===== src/rtl/mult8_acc_pkg.sv =====
`default_nettype none
// +----------------------------------------------------------------------+
// | mult8_acc_pkg : shared types and helpers for the product accumulator |
// | Revision 1.0                                                         |
// +----------------------------------------------------------------------+
package mult8_acc_pkg;

  localparam int PROD_W = 16;

  typedef enum logic [1:0] {
    IDLE  = 2'd0,
    ACCUM = 2'd1,
    HOLD  = 2'd2
  } state_t;

  function automatic int cnt_width(input int max_terms);
    return $clog2(max_terms + 1);
  endfunction

endpackage
`default_nettype wire


===== src/rtl/mult8_acc_adder.sv =====
`default_nettype none
// +----------------------------------------------------------------------+
// | acc_adder : ACC_W-bit unsigned adder with carry out                  |
// | Revision 1.0                                                         |
// +----------------------------------------------------------------------+
module acc_adder #(
  parameter int ACC_W = 24
) (
  input  logic [ACC_W-1:0] a,
  input  logic [ACC_W-1:0] b,
  output logic [ACC_W-1:0] sum,
  output logic             carry
);

  assign {carry, sum} = {1'b0, a} + {1'b0, b};

endmodule
`default_nettype wire


===== src/rtl/mult8_acc.sv =====
`default_nettype none
// +----------------------------------------------------------------------+
// | mult8_acc : streaming group accumulator for 16-bit products          |
// | Revision 1.0                                                         |
// +----------------------------------------------------------------------+
module mult8_acc
  import mult8_acc_pkg::*;
#(
  parameter  int ACC_W     = 24,
  parameter  int MAX_TERMS = 256,
  localparam int CNT_W     = cnt_width(MAX_TERMS)
) (
  input  logic              clk,
  input  logic              rst_n,
  input  logic              clear,
  input  logic [PROD_W-1:0] in_prod,
  input  logic              in_valid,
  input  logic              in_last,
  output logic              in_ready,
  output logic [ACC_W-1:0]  out_sum,
  output logic [CNT_W-1:0]  out_count,
  output logic              out_ovf,
  output logic              out_trunc,
  output logic              out_valid,
  input  logic              out_ready
);

  state_t             r_state, w_state_next;
  logic [ACC_W-1:0]   r_acc, w_acc_next;
  logic [CNT_W-1:0]   r_cnt, w_cnt_next;
  logic               r_ovf, w_ovf_next;
  logic [ACC_W-1:0]   w_add_sum;
  logic               w_add_carry;
  logic               w_beat;
  logic               w_limit;
  logic               w_load;
  logic               w_trunc;

  acc_adder #(.ACC_W(ACC_W)) u_adder (
    .a     (r_acc),
    .b     (ACC_W'(in_prod)),
    .sum   (w_add_sum),
    .carry (w_add_carry)
  );

  assign in_ready  = (r_state != HOLD);
  assign out_valid = (r_state == HOLD);
  assign w_beat    = in_valid & in_ready & ~clear;

  always_comb begin
    w_state_next = r_state;
    w_acc_next   = r_acc;
    w_cnt_next   = r_cnt;
    w_ovf_next   = r_ovf;
    w_limit      = 1'b0;
    w_load       = 1'b0;
    w_trunc      = 1'b0;
    if (clear) begin
      w_state_next = IDLE;
      w_acc_next   = '0;
      w_cnt_next   = '0;
      w_ovf_next   = 1'b0;
    end else begin
      case (r_state)
        IDLE, ACCUM: begin
          if (w_beat) begin
            if (r_state == IDLE) begin
              w_acc_next = ACC_W'(in_prod);
              w_cnt_next = CNT_W'(1);
              w_ovf_next = 1'b0;
            end else begin
              w_acc_next = w_add_sum;
              w_cnt_next = r_cnt + CNT_W'(1);
              w_ovf_next = r_ovf | w_add_carry;
            end
            // Limit is judged on the post-update count so the MAX_TERMS-th beat closes.
            w_limit      = (w_cnt_next == CNT_W'(MAX_TERMS));
            w_load       = in_last | w_limit;
            w_trunc      = w_limit & ~in_last;
            w_state_next = w_load ? HOLD : ACCUM;
          end
        end
        HOLD: begin
          if (out_ready) w_state_next = IDLE;
        end
        default: w_state_next = IDLE;
      endcase
    end
  end

  always_ff @(posedge clk or negedge rst_n) begin
    if (!rst_n) begin
      r_state   <= IDLE;
      r_acc     <= '0;
      r_cnt     <= '0;
      r_ovf     <= 1'b0;
      out_sum   <= '0;
      out_count <= '0;
      out_ovf   <= 1'b0;
      out_trunc <= 1'b0;
    end else begin
      r_state <= w_state_next;
      r_acc   <= w_acc_next;
      r_cnt   <= w_cnt_next;
      r_ovf   <= w_ovf_next;
      if (w_load) begin
        out_sum   <= w_acc_next;
        out_count <= w_cnt_next;
        out_ovf   <= w_ovf_next;
        out_trunc <= w_trunc;
      end
    end
  end

endmodule
`default_nettype wire


===== config.mk =====
export PLATFORM = sky130hd
export DESIGN_NAME = mult8_acc
export DESIGN_NICKNAME = d
export VERILOG_FILES = /design/src/rtl/mult8_acc_pkg.sv /design/src/rtl/mult8_acc_adder.sv /design/src/rtl/mult8_acc.sv
export SDC_FILE = /design/constraint.sdc
export NUM_CORES = 1
export LEC_CHECK = 0
export CAP_MARGIN = 20
export CELL_PAD_IN_SITES_DETAIL_PLACEMENT = 2
export CELL_PAD_IN_SITES_GLOBAL_PLACEMENT = 2
export CORE_ASPECT_RATIO = 0.75
export CORE_MARGIN = 4
export CORE_UTILIZATION = 35
export CTS_CLUSTER_SIZE = 24
export DETAILED_ROUTE_END_ITERATION = 16
export PLACE_DENSITY = 0.85
export SYNTH_ARGS = -nofsm -noshare
export SYNTH_HDL_FRONTEND = slang
export SYNTH_HIERARCHICAL = 1
export SYNTH_SLANG_ARGS = --single-unit
export TNS_END_PERCENT = 100

===== constraint.sdc =====
create_clock -name clk -period 3.8 [get_ports clk]
set_clock_uncertainty 0.05 [all_clocks]
set_input_delay 0.95 -clock clk [delete_from_list [all_inputs] [get_ports clk]]
set_output_delay 0.95 -clock clk [all_outputs]
set_load 0.005 [all_outputs]

### Yosys cells after proc, flatten, opt, wreduce, memory -nomap -nowiden

Cells that the tools add are included.
W data, S select, Z words.

| storage, ports and cells | value |
|---|---|
| bits of input ports | 22 |
| register bits after elaboration | 71 |

| cells by class | value |
|---|---|
| bitwise logic cells | 7 |
| mux-type cells | 26 |
| equal/unequal tests | 6 |
| add/subtract/negate cells | 2 |
| reduce and logical (&&, ||, !) cells | 3 |

Operator list:

| operator | number |
|---|---|
| $mux W24 | 4 |
| $mux W9 | 7 |
| $add A24 B16 Y25 | 1 |
| $mux W1 | 10 |
| $add A9 B1 Y9 const B | 1 |
| $eq A9 B9 Y1 const B | 1 |
| $mux W2 | 4 |
| $pmux W2 S2 | 1 |
| $and A1 B1 Y1 | 3 |
| $ne A3 B2 Y1 const B | 1 |
| $ne A3 B3 Y1 const B | 1 |
| $eq A2 B1 Y1 const B | 1 |
| $eq A2 B2 Y1 const B | 1 |
| $logic_not A2 Y1 | 1 |
| $ne A2 B2 Y1 const B | 1 |
| $not A1 Y1 | 2 |
| $or A1 B1 Y1 | 2 |
| $reduce_and A2 Y1 | 1 |
| $reduce_or A2 Y1 | 1 |

### Longest topological paths before layout

Gate-level depths: netlist (run 1).

| logic depth | value |
|---|---|
| depth after elaboration | 12 |
| depth in mapped cells | 13 |
| depth with buffers taken out | 13 |

### By module

The synthesis (run 1) kept the hierarchy.

By module, submodules not included:

| module | area an instance (um2) | cells each | times used | seq. area each (um2) |
|---|---|---|---|---|
| mult8_acc | 3991.3 | 440 | 1 | 1776.7 |
| acc_adder | 1252.5 | 172 | 1 | 0.0 |

### Least setup slack after synthesis (run 1)

Ideal clock, no wire load.

| timing | value |
|---|---|
| path type | input-to-reg |
| start point | input in_prod[0] |
| end point | register out_sum[22] |
| stages on the path | 11 |
| required time | 3.681 ns |
| arrival time | 3.268 ns |
| setup time | 0.069 ns |
| slack | 0.413 ns |
| path through | ha_1 fa_1 a21o_1 a221oi_2 o21ai_0 nor3b_2 o21a_1 a311oi_2 nand3_1 or3_1 nand3_1 |

| on the way | value |
|---|---|
| cells in the longest elaborated chain, start to end | 5 |

Ends and longest elaborated chain:

| item | line | RTL |
|---|---|---|
| from (decl) | mult8_acc.sv:16 | `input logic [PROD_W-1:0] in_prod,` |
| $add A24 B16 Y25 | mult8_acc_adder.sv:15 | `assign {carry, sum} = {1'b0, a} + {1'b0, b};` |
| named net w_add_sum[22] | mult8_acc.sv:32 | `logic [ACC_W-1:0] w_add_sum;` |
| $mux W24 | mult8_acc.sv:67 | `if (r_state == IDLE) begin` |
| $mux W24 | mult8_acc.sv:66 | `if (w_beat) begin` |
| $mux W24 | mult8_acc.sv:64 | `case (r_state)` |
| $mux W24 | mult8_acc.sv:58 | `if (clear) begin` |
| to (signal assigned) | mult8_acc.sv:107 | `out_sum <= w_acc_next;` |
| to (decl) | mult8_acc.sv:20 | `output logic [ACC_W-1:0] out_sum,` |

The timed path passes the listed nets, and every way through them passes these cells.
A chain may end at the register's enable or synchronous reset.

### Final worst setup path (run 1)

| timing | value |
|---|---|
| start point | input in_prod[4] |
| end point | register out_ovf |

| on the way | value |
|---|---|
| cells in the longest elaborated chain, start to end | 6 |

Ends and longest elaborated chain:

| item | line | RTL |
|---|---|---|
| $add A24 B16 Y25 | mult8_acc_adder.sv:15 |  |
| named net w_add_carry | mult8_acc.sv:33 | `logic w_add_carry;` |
| $or A1 B1 Y1 | mult8_acc.sv:74 | `w_ovf_next = r_ovf \| w_add_carry;` |
| $mux W1 | mult8_acc.sv:67 |  |
| $mux W1 | mult8_acc.sv:66 |  |
| $mux W1 | mult8_acc.sv:64 |  |
| $mux W1 | mult8_acc.sv:58 |  |
| named net w_ovf_next | mult8_acc.sv:31 | `logic r_ovf, w_ovf_next;` |
| to (signal assigned) | mult8_acc.sv:109 | `out_ovf <= w_ovf_next;` |
| to (decl) | mult8_acc.sv:22 | `output logic out_ovf,` |

The timed path passes the listed nets, and every way through them passes these cells.

==> results of run 1 <==
==> state kept, by name, indices dropped and copies added (netlist names) <==
signal     flops
out_sum       24
r_acc         24
out_count      9
r_cnt          9
r_state        2
out_ovf        1
out_trunc      1
r_ovf          1
==> worst register-to-register path: cells and delay by family (launching register included) <==
kind | cells | cell delay [ns]
DFF | 1 | 0.38
buffers and inverters | 1 | 0.18
and+or+nand+nor | 3 | 0.39
AOI/OAI and AO/OA | 7 | 1.43
adders and majority gates | 2 | 0.55
==> metrics by stage <==
| stage | area, µm² | utilization, % | instances | setup TNS (ns) | worst slack [ns] |
|---|---|---|---|---|---|
| after floorplan | 5270 | - | 619 | 0 | 0.413 |
| after global placement | 6220 | 42.8 | 873 | -1.08 | -0.206 |
| after detailed placement | 6220 | 42.8 | 873 | -3.75 | -0.462 |
| after CTS | 6550 | 45.0 | 889 | 0 | 0.000238 |
| after global routing | 6650 | 45.7 | 895 | -0.119 | -0.0946 |
| final | 6650 | 45.7 | 895 | 0 | 0.0591 |
==> power by group through the flow <==
stage          clock, W  combinational (W)  sequential (W)
6_report       0.000927           0.000705        0.000842
5_1_grt        0.000991           0.000766        0.000847
4_1_cts        0.000948           0.000670        0.000841
3_5_place_dp          0           0.000656        0.000854
3_3_place_gp          0           0.000612        0.000849
2_1_floorplan         0           0.000374        0.000841
==> area by class of cell <==
type,count,area (µm²)
Fill cell,1614,7900
Multi-Input combinational cell,495,3350
Clock inverter,4,70.1
Clock buffer,12,236
Tap cell,200,250
Sequential cell,71,1780
Inverter,9,33.8
Timing Repair Buffer,104,938
==> routing by layer <==
metal / track usage (%) / up-vias / share of wire (%) / wire length, µm
li1: - / 2427 / - / -
met1: 32.2 / 2813 / 44 / 9490
met2: 42.6 / 116 / 50 / 10800
met3: 5.16 / 26 / 3.4 / 733
met4: 7.26 / 0 / 1.8 / 389
met5: 0 / - / 0 / 0
==> kinds of logic (layout without fill, tap and decap cells) <==
family          Yosys count  count (layout)  share of synthesized area, %
xor+xnor                 20              20                          3.34
simple gates            258             258                          26.8
buf+inv                  53             129                          4.08
flops                    71              71                          33.9
compound gates          163             163                          21.6
mux                      20              20                          3.84
fa+ha+maj                26              26                          6.35
other cells               1               8                        0.0715
==> cell usage in the layout (no fill, tap or decap), types with 6 or more instances in the layout <==
cell type	synthesis	layout
sky130_fd_sc_hd__a21o_1	9	9
sky130_fd_sc_hd__a21oi_1	35	34
sky130_fd_sc_hd__a221oi_1	17	16
sky130_fd_sc_hd__a222oi_1	13	13
sky130_fd_sc_hd__and2_1	7	7
sky130_fd_sc_hd__and3_1	6	6
sky130_fd_sc_hd__buf_4	2	46
sky130_fd_sc_hd__clkbuf_16	0	9
sky130_fd_sc_hd__clkdlybuf4s50_1	0	56
sky130_fd_sc_hd__conb_1	1	8
sky130_fd_sc_hd__dfrtp_1	71	71
sky130_fd_sc_hd__ha_1	25	23
sky130_fd_sc_hd__inv_1	9	9
sky130_fd_sc_hd__mux2i_1	19	19
sky130_fd_sc_hd__nand2_1	60	60
sky130_fd_sc_hd__nand2b_1	7	6
sky130_fd_sc_hd__nand3_1	44	43
sky130_fd_sc_hd__nand3b_1	19	19
sky130_fd_sc_hd__nor2_1	35	34
sky130_fd_sc_hd__nor2b_1	32	32
sky130_fd_sc_hd__o21ai_0	43	40
sky130_fd_sc_hd__or3_1	13	13
sky130_fd_sc_hd__or4_1	16	16
sky130_fd_sc_hd__xnor2_1	12	11
sky130_fd_sc_hd__xor2_1	8	8
==> worst max-delay path by stage <==
stage	to	slack (ns)	cells after the start	start
floorplan	out_sum[22]	0.41	11	in_prod[0]
global placement	out_ovf	-0.21	14	in_prod[0]
detailed placement	out_ovf	-0.46	15	in_prod[0]
CTS	out_sum[16]	0.0002	14	in_prod[0]
global route	out_sum[17]	-0.09	13	in_prod[4]
finish	out_ovf	0.06	14	in_prod[4]
==> timing repair <==
action / CTS / global route
buffers inserted: 0 / 5
gates resized for setup: 4 / 14
pin swaps: 1 / 15
endpoints found under the setup margin: 3 / 12
==> results, run 1 <==
- Counting every instance in the synthesized netlist gives ~610.
- The endpoint type of the worst setup path is a register.
- The clock latency on the worst-skew pair is 0.35 ns.
- The clock-pin slew on the worst setup and hold paths is around 0.06 ns.
- The via count of the first global-routing pass is roughly 5.9k.
- During I/O placement, the number of pins put on the boundary was 59.
- The detailed placer's ending HPWL is 14100 µm.
- The number of enable flip-flop cells after synthesis is 0.
- By area the synthesized netlist is led by sky130_fd_sc_hd__dfrtp_1, sky130_fd_sc_hd__ha_1, sky130_fd_sc_hd__nand2_1.
- The DRC violations left is 0.
- The number of buffer and inverter instances along the worst setup path is 2.
- The number of levels the H-tree was split into is 3.
- The tool flagged a number of max-cap violations equal to 0.
- Counting instances in the post-synthesis netlist gives the leading cell types as sky130_fd_sc_hd__dfrtp_1, sky130_fd_sc_hd__nand2_1, sky130_fd_sc_hd__nand3_1.
- The first-pass GRT wire length is around 34000 µm.
- Of the available clock period, the critical path in the final layout requires a little over nine tenths.
- The critical path goes through clkdlybuf4s50_1 > ha_1 > and3_1 > a221oi_2 > buf_4 > o21a_1 > nand2b_4 > o21ai_2 > a41o_1 > nand3b_1 > a211oi_2 > nand2_1 > or3_1 > nand3_1.
- The final weighted congestion in routability-driven placement is 0.867.
- The flow ran to the end, and the final reports show no timing, DRC or antenna violations.
- The largest buffer count on any clock path is 2.
- The global router's overall resource usage is about a quarter.
- The vertical die dimension is between 100 and 150 µm.
- The reported net switching power is between 0.0007 and 0.0008 W.
- For this block, the routed nets add up to 21400 µm of wire.
- The worst hold path terminates at out_trunc.
- The number of hold violations in the final report is 0.
- The number of distinct standard cells referenced by the synthesized netlist is 68.
- In this run the worst path has a maximum fanout of 5.
- The mean area per synthesized cell is roughly 8.6 µm².
- The number of antenna violations at the first check in global routing is 0.
- The worst hold margin is ~0.45 ns.
- On the worst path, the slowest cell contributes a delay of approximately 0.43 ns.
- STA classifies the critical path startpoint as a primary input.
- The diode insertion count for antenna repair is 0.
- The TritonCTS clock tree is done.
- The startpoint identified for the worst register-to-register timing path is r_acc[0].
- The data required time at the worst endpoint is roughly 4.0 ns.
- In this run the worst hold path is classified as reg2reg.
- The die covers around 17000 µm².
- Yosys instantiated no cell more often than sky130_fd_sc_hd__dfrtp_1.
- Among all flip-flop cells after synthesis, the most frequent one is sky130_fd_sc_hd__dfrtp_1.
- In this run the biggest area consumer among cell types represents approximately a third of the synthesized area.
- The width of the die is roughly 150 µm.
- The final layout contains around 740 nets.
- The total power consumption of the routed design is roughly 0.0025 W.
- Along the worst hold path, the cell count comes to 2.
- For this configuration, the core starts out at a cell density of between 30% and 40%.
- The worst register-to-register path ends at out_ovf.
- The clock buffer count from CTS is 9.
- The number of buffers inserted for hold repair after clock tree synthesis is 0.
- The analysis attributes to cell leakage a power of between 2 and 3 nW.
- The maximum vdd drop is roughly 0.00023 V.
- Measured in cells, the most critical reg-to-reg path has a length of 13.
- The standard cell with the maximum stage delay on the critical path is sky130_fd_sc_hd__clkdlybuf4s50_1.
- The count of nets left with antenna violations after detail routing is 0.
- The internal power component is between 0.0015 and 0.002 W.
- Of the total power, combinational logic draws between 20% and 30%.
- The fmax is ~270 MHz.
- The overflow left after global routing is 0.
- The first detailed-routing pass took 5 iterations.
- Net switching is between 30% and 40% of the power.
- The via total after detailed routing is roughly 5.4k.
- At the pin with the least slew margin, the transition time is between 1 and 1.5 ns.
- The critical path start-end classification is in2reg.
- The tree is rooted in a sky130_fd_sc_hd__clkbuf_16.
- In this run the register-to-register setup slack is 0.68 ns.
- After synthesis, the share of flip-flops with an asynchronous set or reset is between 90% and 100%.
- The number of setup violations in the final report is 0.
- The area growth from synthesis to layout is 26.9%.
- In the final layout, the share of cells above drive strength 1 is between 10 and 15%.
- The largest area contributor in the synthesized netlist is sky130_fd_sc_hd__dfrtp_1.
- The critical path arrival is around 4.0 ns.
- The count of clock tree sinks is about 70.
- The share of synthesized area occupied by flip-flops and latches is between 30% and 40%.
- The average routed wire per standard cell is roughly 24 µm.
- In this run the standard cell core region covers about 15000 µm².
- The clock power share is between 30% and 40%.
- The final max-slew violation count is 0.
- The start point of the worst hold path is out_trunc.
- After the first detailed-routing iteration, the DRC count stood at 331.
- Summing every instance area after synthesis gives about 5200 µm².
- The worst relative slew slack is 32.9%.
- The power density over cell area is between 300 and 400 nW/µm².
- The kind of cell adding the most delay to the critical path is simple AND/OR/NAND/NOR gates.
- Yosys printed 6 warnings.
- The final period demand of the worst path is 3.74 ns.
- The number of buffers inserted by port buffering is 58.
- After synthesis the netlist holds a flip-flop and latch count of 71.
- The number of placement rows is 38.
- The sequential group share of total power is 34.0%.
- After detailed routing, the number of vias per cell comes to 6.01.
- Entering global routing, the biggest net connects 74 pins.
Power figures use the tool's default switching activity.
==> run 2: changes to the inputs <==
ABC_AREA = 1   (was default)
CORE_UTILIZATION = 31   (was 35)
PLACE_DENSITY = 0.84   (was 0.85)
TNS_END_PERCENT = 1   (was 100)
==> run 2 against run 1 <==
Net effect:
- register-to-register slack improved by 0.37 ns
- sequential power rose by 3.8%
- global-route usage fell by 2.4 points
- wire length fell by 4.8%
- die area rose by 7.0%
- critical path depth rose by 1
- synthesized area fell by 4.8%
- first-iteration DRC count fell by 47%
- largest power group is now sequential cells
==> results, run 2 <==
- The width of the die is 155 µm (+3.5%).
- Counting instances in the post-synthesis netlist gives the leading cell types as sky130_fd_sc_hd__nand2_1, sky130_fd_sc_hd__inv_1, sky130_fd_sc_hd__nand3_1.
- The largest driver fanout on the critical path came to 3 (-2).
- The share of synthesized area occupied by flip-flops and latches is 35.6% (+1.7 points).
- The number of enable flip-flop cells after synthesis is 0 (unchanged).
- The synthesized-area fraction occupied by adder cells was 6.66% (+0.32 points).
- The number of buffers inserted for hold repair after clock tree synthesis is 0 (unchanged).
- The met3 wire length was 592 µm (-19%).
- The effective utilization at floorplan is 32.2% (-3.9 points).
- The largest net degree at the start of global routing came to 72 (-2.7%).
- The critical path arrival is 3.65 ns (-0.32 ns).
- The power density over cell area is 388 nW/µm² (+4.3%).
- The count of warnings emitted by yosys was 6 (unchanged).
- The TritonCTS clock tree is done.
- The cell area after layout is 6100 µm² (-8.3%).
- The data required time at the worst endpoint is 4.02 ns (about the same).
- The final period demand of the worst path came to 3.42 ns (-0.320 ns).
- The first-pass GRT wire length is 33000 µm (-1.5%).
- The most common flop cell mapped by yosys is sky130_fd_sc_hd__dfrtp_1.
- The max capacitance violation total is 0 (unchanged).
- The number of iterations in the first detailed-routing pass came to 4 (-1).
- The number of hold violations in the final report is 0 (unchanged).
- The via total after detailed routing is 5312 (-1.3%).
- The clock latency on the worst-skew pair was 0.34 ns (about the same).
- The post-synthesis xor/xnor area fraction is 1.93% (-1.4 points).
- The number of setup violations in the final report is 0 (unchanged).
- The count of clock tree sinks is 71 (unchanged).
- The internal power component is 0.00154 W (-8.4%).
- The synthesized-area fraction occupied by ao, oa, aoi and oai cells is 6.99% (-15 points).
- The clock buffer count from CTS is 9 (unchanged).
- The worst reg2reg path startpoint is r_cnt[0].
- The root buffer cell is sky130_fd_sc_hd__clkbuf_16.
- The worst-case setup slack after placement was 0.0836 ns (+0.546 ns).
- The DRC violations left is 0 (unchanged).
- The final max-slew violation count is 0 (unchanged).
- The number of gates resized after CTS is 0 (-4).
- The logic gate share of total power is 29.2% (+0.7 points).
- Setup repair after global routing left no endpoint under its margin.
- The share of Yosys cell area claimed by the top area cell type is 35.6% (+1.7 points).
- The switching share of power came to 34.8% (+2.8 points).
- The multiplexer area fraction after synthesis was 0% (-3.8 points).
- The largest buffer count on any clock path is 2 (unchanged).
- The DRC marker count from the first detailed-route iteration was 177 (-47%).
- The net count reported at finish came to 865 (+17%).
- The cell count after placement is 1011 (+16%).
- The highest metal layer with signal wires is met4.
- The transition time of the tightest slew-check pin is 0.769 ns (-0.237 ns).
- The non-filler instance count after layout is 1027 (+15%).
- The final weighted congestion in routability-driven placement is 0.862 (-0.66%).
- The placed instance area is 5820 µm² (-6.4%).
- The number of buffers inserted by port buffering is 58 (unchanged).
- The number of instances in the synthesized netlist came to 754 (+23%).
- The number of storage elements in the synthesis netlist is 71 (unchanged).
- Yosys instantiated no cell more often than sky130_fd_sc_hd__nand2_1.
- The number of setup buffers added after CTS is 0 (unchanged).
- The synthesized-area fraction occupied by and/or/nand/nor cells was 39.0% (+12 points).
- The startpoint type of the worst setup path is a primary input.
- The async set or reset register ratio after synthesis is 100% (unchanged).
- The largest registers in the layout are out_sum (24), r_acc (24).
- The area growth from synthesis to layout is 22.1%.
- The number of levels the H-tree was split into is 3 (unchanged).
- The overflow left after global routing is 0 (unchanged).
- The average routed wire per standard cell was 19.8 µm (-17%).
- The dominant combinational cell family by area after synthesis is simple AND/OR/NAND/NOR gates.
- The core outline area is 15500 µm² (+6.7%).
- The mean area per synthesized cell is 6.62 µm² (-23%).
- The die outline area is 18200 µm² (+7.0%).
- The worst setup path is of the in2reg kind.
- In this run the worst setup path begins at in_prod[0].
- The count of nets left with antenna violations after detail routing is 0 (unchanged).
- The wire length after detailed routing came to 20400 µm (-4.8%).
- The clock-pin slew on the worst setup and hold paths is 0.06 ns (about the same).
- The final sum of negative setup slack is 0 ns (unchanged).
- The endpoint type of the worst setup path is a register.
- The detailed placer's ending HPWL came to 15300 µm (+8.9%).
- The diode insertion count for antenna repair came to 0 (unchanged).
- The maximum vdd drop is 0.000208 V (-10%).
- The clock power share is 33.9% (-3.6 points).
- The fmax is 292 MHz (+9.4%).
- The sequential group share of total power is 37.0% (+3.0 points).
- The fraction of final layout cells sized beyond drive strength 1 is 6.33% (-6.5 points).
- The number of distinct standard cells referenced by the synthesized netlist is 35 (-49%).
- The via density per instance is 5.17 (-14%).
- The via count of the first global-routing pass came to 6051 (+1.9%).
- The number of top-level pins was 59 (unchanged).
- The leakage power summed over all cells is 3.19 nW (+11%).
- The reported net switching power is 0.000823 W (+4.0%).
- The run finished with clean final reports.
- The number of placement rows is 39 (+2.6%).
- The largest area contributor in the synthesized netlist is sky130_fd_sc_hd__dfrtp_1.
- The global router's overall resource usage is 22.6% (-2.4 points).
- The number of antenna violations at the first check in global routing is 0 (unchanged).
- The cell area after technology mapping is 4990 µm² (-4.8%).
- The commonest non-fill, non-tap cell in the layout is sky130_fd_sc_hd__nand2_1.
- The length of routed met2 wiring is 10000 µm (-6.8%).
- In the layout the commonest cells are sky130_fd_sc_hd__nand2_1, sky130_fd_sc_hd__inv_1, sky130_fd_sc_hd__nand3_1.
- The final worst-path cycle share is 90.0% (-8.4 points).
- The vertical die dimension is 118 µm (+3.4%).
- The worst relative slew slack is 48.7% (+16 points).
- In the post-synthesis netlist, the biggest area contributors are sky130_fd_sc_hd__dfrtp_1, sky130_fd_sc_hd__nand2_1, sky130_fd_sc_hd__nand3_1.
- The detailed-routing wirelength on met1 was 9500 µm (about the same).
- The worst hold path belongs to the class reg2reg.
- The start point of the worst hold path is out_ovf.
- The final worst slack was 0.379 ns (+0.320 ns).
run 2: cell type report:
type / instances / area [µm²]
Timing Repair Buffer: 68 / 663
Tap cell: 205 / 256
Clock buffer: 11 / 243
Clock inverter: 5 / 33.8
Sequential cell: 71 / 1780
Fill cell: 1908 / 9420
Multi-Input combinational cell: 569 / 2760
Inverter: 98 / 368
run 2: final timing paths:
path                                    to  slack (ns)  cells past startpoint
worst max-delay path               out_ovf        0.38                     15
worst min-delay path               out_ovf        0.47                      2
worst max register to register  out_sum[8]        1.05                     11
worst min register to register     out_ovf        0.47                      2
max in group asynchronous         r_acc[8]        2.77                      2
min in group asynchronous        r_acc[19]        0.59                      2
run 2: logic make-up (layout without fill, tap and decap cells):
kind of cell             count (synthesis)  after routing
adder cells (fa/ha/maj)                 26             26
flip-flops                              71             71
buffers and inverters                  121            182
other                                    1              8
AO/OA/AOI/OAI                           67             67
XOR/XNOR                                11             11
AND/OR/NAND/NOR                        457            457
run 2: per-stage QoR:
| stage | util, % | power (W) | hold slack (ns) |
|---|---|---|---|
| after floorplan | - | 0.00126 | 0.449 |
| after global placement | 37.5 | 0.00152 | 0.442 |
| after detailed placement | 37.5 | 0.00156 | 0.454 |
| after CTS | 39.3 | 0.00238 | 0.471 |
| after global routing | 39.3 | 0.00250 | 0.495 |
| final | 39.3 | 0.00236 | 0.465 |
run 2: power by group through the flow:
stage / sequential, W / clock, W / combinational, W
6_report: 0.000874 / 0.000800 / 0.000690
5_1_grt: 0.000883 / 0.000851 / 0.000769
4_1_cts: 0.000875 / 0.000815 / 0.000688
3_5_place_dp: 0.000887 / 0 / 0.000676
3_3_place_gp: 0.000882 / 0 / 0.000643
2_1_floorplan: 0.000875 / 0 / 0.000384
run 2: per-layer routing:
layer | global-route usage, % | vias up
li1 | - | 2497
met1 | 30.0 | 2708
met2 | 38.9 | 89
met3 | 3.79 | 18
met4 | 4.30 | 0
met5 | 0 | -
run 2: worst max-delay path, cell delays in order:
cell and delay, ns:
sky130_fd_sc_hd__clkdlybuf4s50_1 0.50, sky130_fd_sc_hd__ha_1 0.27, sky130_fd_sc_hd__fa_1 0.30, sky130_fd_sc_hd__nand2_1 0.08, sky130_fd_sc_hd__nand2_1 0.10, sky130_fd_sc_hd__nand2_1 0.16
sky130_fd_sc_hd__o21ai_2 0.30, sky130_fd_sc_hd__nand2_1 0.16, sky130_fd_sc_hd__nand2_1 0.13, sky130_fd_sc_hd__nand2_1 0.08, sky130_fd_sc_hd__nand2_1 0.09, sky130_fd_sc_hd__nand2_1 0.05
sky130_fd_sc_hd__a221oi_1 0.32, sky130_fd_sc_hd__nand2_1 0.09, sky130_fd_sc_hd__nand2_1 0.07
==> run 3: changes to the inputs <==
CAP_MARGIN = default   (was 20)
RECOVER_POWER = 50   (was default)
SLEW_MARGIN = 5   (was default)
==> run 3 against run 2 <==
Net effect:
- the flow now finishes with violations (capacitance limit, slew limit)
- clock-buffer cell count stayed put
- sequential power barely moved
- clock power about the same
- sequential cell count unchanged
- maximum frequency about the same
- non-clock buffer count did not move
- total power is 0.30% lower
- via count is 0.15% higher
- utilization is 0.12 points lower
- worst setup slack improved by 0.00082 ns
- sequential share of layout area rose by 0.090 points
- largest cell class unchanged
==> results, run 3 (synthesis gave the netlist of run 2 again) <==
- The average routed wire per standard cell was 19.8 µm (about the same).
- The flow ran to the end, but the final reports show violations.
- The switching share of power is 34.9% (+0.088 points).
- The sequential group share of total power is 37.1% (about the same).
- The critical path in this run is classified as in2reg.
- The multi-input gate area in the final layout is 2760 µm² (unchanged).
- The number of buffers inserted for hold repair after clock tree synthesis was 0 (unchanged).
- The clock buffer count from CTS was 9 (unchanged).
- The final sum of negative setup slack is 0 ns (unchanged).
- The number of setup violations in the final report is 0 (unchanged).
- The final period demand of the worst path is 3.42 ns (-0.000818 ns).
- The fill cell total of the finished layout is 1909 (+0.052%).
- The logic gate share of total power is 29.0% (-0.2 points).
- The maximum vdd drop came to 0.000208 V (about the same).
- The worst setup path is launched from a primary input.
- The clock latency on the worst-skew pair came to 0.34 ns (about the same).
- The standard cell with the maximum stage delay on the critical path is sky130_fd_sc_hd__clkdlybuf4s50_1.
- The largest driver fanout on the critical path is 3 (unchanged).
- The power density over cell area is 388 nW/µm² (about the same).
- The overflow left after global routing is 0 (unchanged).
- The final weighted congestion in routability-driven placement is 0.862 (unchanged).
- The number of placement rows is 39 (unchanged).
- The endpoint type of the worst setup path is a register.
- The register area is 1780 µm² (unchanged).
- The number of hold violations in the final report is 0 (unchanged).
- The number of top-level pins was 59 (unchanged).
- The library cell used most frequently in the layout, excluding fill and tap cells, is sky130_fd_sc_hd__nand2_1.
- The net count reported at finish is 865 (unchanged).
- The reported net switching power is 0.000822 W (about the same).
- The diode insertion count for antenna repair is 0 (unchanged).
- The effective utilization at floorplan is 32.2% (unchanged).
- The largest buffer count on any clock path was 2 (unchanged).
- The fmax is 292 MHz (about the same).
- The count of clock tree sinks came to 71 (unchanged).
- The critical path arrival is 3.64 ns (about the same).
- The number of iterations in the first detailed-routing pass came to 4 (unchanged).
- The TritonCTS clock tree is done.
- The kind of cell adding the most delay to the critical path is simple AND/OR/NAND/NOR gates.
- The number of buffers inserted by port buffering is 58 (unchanged).
- The type of the most critical hold path is reg2reg.
- The global router's overall resource usage is 22.6% (unchanged).
- The vertical die dimension was 118 µm (unchanged).
- Relative to the synthesized area, the layout overhead comes to 21.7%.
- The number of antenna violations at the first check in global routing was 0 (unchanged).
- The first-pass GRT wire length is 33000 µm (unchanged).
- Leaving out fill and tap cells, the most frequent cells in the layout are sky130_fd_sc_hd__nand2_1, sky130_fd_sc_hd__inv_1, sky130_fd_sc_hd__nand3_1.
- The largest net degree at the start of global routing is 72 (unchanged).
- The DRC violations left is 0 (unchanged).
- The core outline area was 15500 µm² (unchanged).
- The count of nets left with antenna violations after detail routing is 0 (unchanged).
- The final reports fail on capacitance limit, slew limit.
- The via density per instance came to 5.18 (+0.15%).
- The DRC marker count from the first detailed-route iteration came to 179 (+1.1%).
- The leakage power summed over all cells is 3.22 nW (+0.78%).
- Traced cell by cell, the critical path runs through clkdlybuf4s50_1 > ha_1 > fa_1 > nand2_1 > nand2_1 > nand2_1 > o21ai_2 > nand2_1 > nand2_1 > nand2_1 > nand2_1 > nand2_1 > a221oi_1 > nand2_1 > nand2_1.
- The critical path's largest stage delay was 0.50 ns (about the same).
- The number of setup buffers added after CTS came to 0 (unchanged).
- The internal power component was 0.00153 W (-0.43%).
- The clock-pin slew on the worst setup and hold paths is 0.06 ns (about the same).
- The clock power share is 34.0% (about the same).
- The fraction of final layout cells sized beyond drive strength 1 is 6.20% (-0.12 points).
- The root buffer cell is sky130_fd_sc_hd__clkbuf_16.
- The transition time of the tightest slew-check pin is 1.88 ns (+1.12 ns).
- The via total after detailed routing is 5320 (+0.15%).
- The cell that appears most often on the critical path is sky130_fd_sc_hd__nand2_1.
- The number of buffer and inverter instances along the worst setup path was 1 (unchanged).
- The max capacitance violation total was 1 (+1).
- The detailed placer's ending HPWL is 15300 µm (unchanged).
- The data required time at the worst endpoint is 4.02 ns (about the same).
- The worst relative slew slack is -25.7% (-74 points).
- The wire length after detailed routing was 20400 µm (about the same).
- The final core area utilization was 39.2% (-0.12 points).
- Setup repair after global routing left no endpoint under its margin.
- The largest registers in the layout are out_sum (24), r_acc (24).
- The final worst-path cycle share is 90.0% (about the same).
- The die outline area is 18200 µm² (unchanged).
- The width of the die is 155 µm (unchanged).
- The number of gates resized after CTS was 0 (unchanged).
- The final max-slew violation count is 72 (+72).
- The number of levels the H-tree was split into is 3 (unchanged).
- The via count of the first global-routing pass is 6051 (unchanged).
[run 3: area by class of cell]
type / instances / share of cell area (%)
multi-input combinational: 569 / 45.4
sequential: 71 / 29.2
timing repair buffer: 68 / 10.6
inverter: 98 / 6.05
tap: 205 / 4.22
clock buffer: 11 / 3.99
clock inverter: 5 / 0.556
[run 3: power by group through the flow]
stage	Combinational (W)	Sequential (W)	Clock [W]
floorplan	0.000384	0.000875	0
global placement	0.000643	0.000882	0
detailed placement	0.000676	0.000887	0
CTS	0.000688	0.000875	0.000815
global route	0.000761	0.000882	0.000851
finish	0.000683	0.000874	0.000801
[run 3: worst register-to-register path, delay by kind of cell (launching register included)]
| kind | cells | cell delay [ns] |
|---|---|---|
| simple gates | 10 | 1.90 |
| flops | 1 | 0.46 |
| fa+ha+maj | 1 | 0.29 |
[run 3: final timing paths]
kind,from,end,slack [ns],cells after the start
hold reg to reg,out_sum[15],out_sum[15],0.46,2
max in group asynchronous,rst_n,r_acc[8],1.40,2
setup / recovery,in_prod[0],out_ovf,0.38,15
setup reg to reg,r_cnt[0],out_sum[8],1.05,11
hold / removal,out_sum[15],out_sum[15],0.46,2
min in group asynchronous,rst_n,r_acc[18],1.17,2
[run 3: layer usage]
layer / vias to the layer above / wire [µm] / global-route usage (%)
met3: 18 / 567 / 3.79
met5: - / 0 / 0
met1: 2721 / 9520 / 30.0
met4: 0 / 238 / 4.30
met2: 85 / 10000 / 38.9
li1: 2496 / - / -
[run 3: per-stage QoR]
stage | instances | setup WS, ns | hold WS [ns] | power, W | cell area, µm²
global route | 1027 | 0.137 | 0.490 | 0.00249 | 6080
global placement | 1011 | 0.182 | 0.442 | 0.00152 | 5820
floorplan | 761 | 1.23 | 0.449 | 0.00126 | 5020
finish | 1027 | 0.380 | 0.461 | 0.00236 | 6080
CTS | 1027 | 0.382 | 0.471 | 0.00238 | 6100
detailed placement | 1011 | 0.0836 | 0.454 | 0.00156 | 5820
